File: src/rtl/fpu_arbiter.sv
// Round-robin arbiter that time-shares one FPU between NUM_REQ requesters.
// Optional FPU_ARB_PERF_EN adds saturating per-requester completion counters (perf_cnt).
//
// state | meaning
// IDLE  | FPU held in reset, round-robin pick offered on req_ready
// START | operands registered, FPU held in reset for one cycle
// RUN   | FPU released, latency down-counter running
// RESP  | captured result presented to the granted requester
module fpu_arbiter #(
    parameter int NUM_REQ     = 2,
    parameter int FPU_LATENCY = 8,
    parameter int ID_W        = (NUM_REQ > 1) ? $clog2(NUM_REQ) : 1
) (
    input  logic                   clock,
    input  logic                   reset,
    input  logic [NUM_REQ-1:0]     req_valid,
    output logic [NUM_REQ-1:0]     req_ready,
    input  logic [NUM_REQ*32-1:0]  req_op_a,
    input  logic [NUM_REQ*32-1:0]  req_op_b,
    output logic [NUM_REQ-1:0]     rsp_valid,
    input  logic [NUM_REQ-1:0]     rsp_ready,
    output logic [31:0]            rsp_data,
    output logic [3:0]             rsp_status,
    output logic                   busy,
    output logic [ID_W-1:0]        grant_id,
`ifdef FPU_ARB_PERF_EN
    output logic [NUM_REQ*16-1:0]  perf_cnt,
`endif
    output logic                   fpu_rst_n,
    output logic [31:0]            fpu_op_a,
    output logic [31:0]            fpu_op_b,
    input  logic [31:0]            fpu_data,
    input  logic [3:0]             fpu_status
);

    localparam int CNT_W = (FPU_LATENCY > 1) ? $clog2(FPU_LATENCY) : 1;

    typedef enum logic [1:0] {
        S_IDLE  = 2'd0,
        S_START = 2'd1,
        S_RUN   = 2'd2,
        S_RESP  = 2'd3
    } state_t;

    state_t            state_q, state_d;
    logic [ID_W-1:0]   rr_ptr;
    logic [CNT_W-1:0]  cnt;
    logic [ID_W-1:0]   winner;
    logic [ID_W-1:0]   cand;
    logic              found;
    logic              handshake;
    logic              accept;

    // First valid requester at or above rr_ptr, wrapping around.
    always_comb begin
        found  = 1'b0;
        winner = '0;
        cand   = '0;
        for (int k = 0; k < NUM_REQ; k++) begin
            cand = ID_W'((int'(rr_ptr) + k) % NUM_REQ);
            if (!found && req_valid[cand]) begin
                found  = 1'b1;
                winner = cand;
            end
        end
    end

    always_comb begin
        state_d   = state_q;
        handshake = 1'b0;
        accept    = 1'b0;
        case (state_q)
            S_IDLE: begin
                if (found) begin
                    handshake = 1'b1;
                    state_d   = S_START;
                end
            end
            S_START: state_d = S_RUN;
            S_RUN: begin
                if (cnt == '0)
                    state_d = S_RESP;
            end
            S_RESP: begin
                if (rsp_ready[grant_id]) begin
                    accept  = 1'b1;
                    state_d = S_IDLE;
                end
            end
            default: state_d = S_IDLE;
        endcase
    end

    // Gating with reset keeps req_ready at its reset value while reset is held.
    assign req_ready = (state_q == S_IDLE && found && !reset) ? (NUM_REQ'(1) << winner) : '0;
    assign rsp_valid = (state_q == S_RESP) ? (NUM_REQ'(1) << grant_id) : '0;
    assign busy      = (state_q != S_IDLE);

    always_ff @(posedge clock or posedge reset) begin
        if (reset) begin
            state_q    <= S_IDLE;
            rr_ptr     <= '0;
            grant_id   <= '0;
            cnt        <= '0;
            fpu_rst_n  <= 1'b0;
            fpu_op_a   <= '0;
            fpu_op_b   <= '0;
            rsp_data   <= '0;
            rsp_status <= '0;
        end else begin
            state_q   <= state_d;
            // Registered so the FPU reset line is glitch-free; high exactly in RUN.
            fpu_rst_n <= (state_d == S_RUN);
            if (handshake) begin
                fpu_op_a <= req_op_a[32*int'(winner) +: 32];
                fpu_op_b <= req_op_b[32*int'(winner) +: 32];
                grant_id <= winner;
            end
            if (state_q == S_START)
                cnt <= CNT_W'(FPU_LATENCY - 1);
            else if (state_q == S_RUN && cnt != '0)
                cnt <= cnt - 1'b1;
            if (state_q == S_RUN && cnt == '0) begin
                rsp_data   <= fpu_data;
                rsp_status <= fpu_status;
            end
            if (accept)
                rr_ptr <= ID_W'((int'(grant_id) + 1) % NUM_REQ);
        end
    end

`ifdef FPU_ARB_PERF_EN
    always_ff @(posedge clock or posedge reset) begin
        if (reset) begin
            perf_cnt <= '0;
        end else begin
            for (int i = 0; i < NUM_REQ; i++) begin
                if (accept && grant_id == ID_W'(i) && perf_cnt[16*i +: 16] != 16'hFFFF)
                    perf_cnt[16*i +: 16] <= perf_cnt[16*i +: 16] + 16'd1;
            end
        end
    end
`endif

endmodule

File: config.mk
export PLATFORM = sky130hd
export DESIGN_NAME = fpu_arbiter
export DESIGN_NICKNAME = d
export VERILOG_FILES = /design/src/rtl/fpu_arbiter.sv
export SDC_FILE = /design/constraint.sdc
export NUM_CORES = 1
export LEC_CHECK = 0
export CAP_MARGIN = 20
export CORE_UTILIZATION = 40
export DETAILED_ROUTE_END_ITERATION = 8
export PLACE_DENSITY = 0.91
export SLEW_MARGIN = 5
export SYNTH_ARGS = -nofsm -noshare
export SYNTH_HDL_FRONTEND = slang
export SYNTH_SLANG_ARGS = --single-unit
File: constraint.sdc
create_clock -name clock -period 3.89 [get_ports clock]
set_clock_uncertainty 0.05 [all_clocks]
set_input_delay 0.389 -clock clock [delete_from_list [all_inputs] [get_ports clock]]
set_output_delay 0.389 -clock clock [all_outputs]
set_load 0.1 [all_outputs]
==> qor.csv <==
stage,metric,value,unit
setup_path,WS Path Type,reg -> out,
cts,clock tree root buffer cell,clkbuf_16,
logic_synthesis,"Avg Cell Area, Syn",10.44,um^2
logic_synthesis,Synth Flop Type,dfrtp_1,
detailed_routing,drt first pass iters,4,
global_route,largest net degree at the start of global routing,66,
timing,min cycle time layout,2869,ps
timing,Least-Margin Pin Slew,1067,ps
floorplan,Placement Rows,41,
logic_synthesis,top-area cell type share of the netlist area,51.58,%
logic_synthesis,Syn Inst Count,502,
logic_synthesis,syn nets,674,
finish,Fill cells,993,
placed_design,GP Congestion,0.8069,
floorplan,I/O pins,277,
cts,"Clk pin slew, worst setup/hold paths",70,ps
finish,Nets,918,
logic_synthesis,cell type with the highest aggregate area in the netlist,dfrtp_1,
job,Max-cap violations,0,
global_route,first-pass GRT wire length,26.34,mm
logic_synthesis,synthesized area,5240,um^2
run_status,status,"finished, final reports clean",
setup_path,CP required,3450,ps
setup_path,Worst R2R Setup Slack,1580,ps
detailed_routing,residual DRC count,0,
setup_path,reg2reg end,fpu_op_b[19]$_DFFE_PP0P_,
detailed_routing,initial drt markers,324,
cts,CTS-repair resized insts,0,
floorplan,Starting Density,41.35,%
detailed_routing,Vias,5127,
detailed_routing,DRT antenna net count,0,
global_route,number of global-route vias before repair,5165,
cts,CTS tree,yes,
cts,CTS H-tree lvls,3,
timing,unrepaired setup endpoints after global routing,no,
timing,final hold violations,0,
setup_path,CP startpoint kind,register,
placed_design,PortBufs,276,
timing,setup tns final,0,ps
logic_synthesis,ys async rst share,100.0,%
placed_design,hpwl dp,12.10,mm
timing,final max-slew violation count,0,
cts,post-CTS setup buffers,0,
finish,Ant. Diodes,0,
timing,FMAX,348.5,MHz
global_route,Global Route Usage Sum,25.55,%
timing,period utilisation layout,73.76,%
finish,layout cell share with drive strength beyond 1,10.53,%
floorplan,Die Ht,116.5,um
setup_path,CP Max Fanout,14,
logic_synthesis,Yosys reg bits,108,
logic_synthesis,Post-synth EDFFs,0,
cts,Clock Latency Late Sink,350,ps
floorplan,die area,13560,um^2
floorplan,CORE AREA,12670,um^2
setup_path,CP Capture Type,output pin,
setup_path,Worst Setup SP,state_q[1]$_DFF_PP0_,
setup_path,Critical Path AT,2430,ps
timing,Slew headroom,28.65,%
finish,area grow syn2layout,58.36,%
cts,Num CTS Buffers,9,
setup_path,CP endpoint,rsp_valid[0],
logic_synthesis,Unique masters post-synth,37,
min_path,Min-Delay Path Class,in -> async,
logic_synthesis,ranking of synthesized cells by area,"dfrtp_1 (52%), mux2_4 (8.6%), a31oi_1 (7.9%), o21ai_0 (6.5%), nand3_1 (6.3%)",
cts,clk buf depth,2,
logic_synthesis,post-synthesis sequential area ratio,51.58,%
detailed_routing,routed len/inst,18.69,um
detailed_routing,Routed WL,17.23,mm
cts,clk sink count,108,
global_route,initial antenna violation count,2,
setup_path,Reg2Reg Depth,4,
global_route,gr ovfl total,0,
setup_path,worst r2r src,state_q[1]$_DFF_PP0_,
detailed_routing,vias per std cell,5.561,
cts,CTS Hold Bufs,0,
timing,# setup viols final,0,
logic_synthesis,yosys warns,0,
floorplan,die width,116.5,um
==> cell usage in the layout, fill, tap and decap left out <==
cell type          n
clkdlybuf4s50_1  272
dfrtp_1          108
o21ai_0           68
a31oi_1           66
nand3_1           66
a21oi_1           64
mux2_4            30
buf_4             14
clkbuf_16          9
mux2_2             7
nor2_1             6
nand2_1            4
inv_1              4
bufinv_16          3
nand2b_2           2
nor2b_1            2
or2_2              2
nor3_1             2
ha_1               2
nand2b_4           1
nor2_8             1
a2bb2oi_1          1
o22a_1             1
inv_2              1
nor2b_4            1
nor2_4             1
and2_2             1
o221ai_1           1
nor4_2             1
and3_1             1
inv_4              1
a21boi_0           1
a211o_1            1
a22o_1             1
inv_6              1
clkinv_4           1
clkinv_2           1
buf_2              1
==> Yosys cell counts (all sizes together), types with 2 or more instances <==
library cell	instances
buf	32
a31oi	66
mux2	37
ha	2
a21oi	64
nand2	4
dfrtp	108
nor2	8
o21ai	68
nand3	66
inv	6
clkbuf	22
nor3	2
nand2b	3
or2	2
nor2b	3
==> registers in the layout (all words and copies together), names as in the netlist <==
name        count
cnt             3
rsp_data       32
rr_ptr          1
grant_id        1
fpu_rst_n       1
fpu_op_b       32
rsp_status      4
state_q         2
fpu_op_a       32
==> worst min path at each step <==
stage / startpoint / end / slack [ps] / cells after the start
global placement: rsp_data[17]$_DFFE_PP0P_ / rsp_data[17]$_DFFE_PP0P_ / 440 / 1
floorplan: cnt[1]$_DFFE_PP0P_ / cnt[1]$_DFFE_PP0P_ / 450 / 1
detailed placement: rsp_data[19]$_DFFE_PP0P_ / rsp_data[19]$_DFFE_PP0P_ / 450 / 1
global route: rsp_status[1]$_DFFE_PP0P_ / rsp_status[1]$_DFFE_PP0P_ / 480 / 1
CTS: reset / fpu_op_a[22]$_DFFE_PP0P_ / 460 / 2
finish: reset / fpu_op_a[22]$_DFFE_PP0P_ / 440 / 2
==> stage by stage <==
step,util (%),worst slack [ps],hold slack (ps),instance area (um^2),instances
after floorplan,-,525.3,454.2,5246,502
after CTS,65.49,1008,455.3,8298,922
after global routing,65.49,891.3,481.6,8298,922
after global placement,62.82,1120,439.4,7960,907
final,65.49,1021,440.8,8298,922
after detailed placement,62.82,1045,445.8,7960,907
==> cell type report <==
type | instances | area [um^2] | share of cell area, %
timing repair buffer | 287 | 2833 | 34.14
sequential | 108 | 2703 | 32.57
inverter | 6 | 25.02 | 0.3016
clock buffer | 9 | 225.2 | 2.714
clock inverter | 6 | 112.6 | 1.357
multi-input combinational | 334 | 2185 | 26.33
tap | 172 | 215.2 | 2.593
==> metal layers <==
| metal | vias to the layer above | share of wire [%] | routed length (um) | track usage, % |
|---|---|---|---|---|
| met5 | - | 0.058 | 10 | 0 |
| met4 | 2 | 3.4 | 580 | 12.99 |
| met3 | 42 | 11 | 1920 | 8.147 |
| met2 | 284 | 50 | 8576 | 43.71 |
| met1 | 2452 | 36 | 6144 | 28.58 |
| li1 | 2347 | - | - | - |
==> kinds of logic after synthesis <==
logic type | count (synthesis) | synth area share, %
muxes | 37 | 10.10
DFF | 108 | 51.58
and+or+nand+nor | 91 | 9.456
buffers and inverters | 60 | 6.925
AOI/OAI and AO/OA | 204 | 21.47
adders and majority gates | 2 | 0.4775
==> critical path: stages (launching register included) <==
cell and delay, ps:
dfrtp_1 650, nand2_1 170, nor2_1 120, clkdlybuf4s50_1 1140
Power is not shown: default switching activity piles up to over one toggle a cycle in this logic, so the estimate is an artifact.
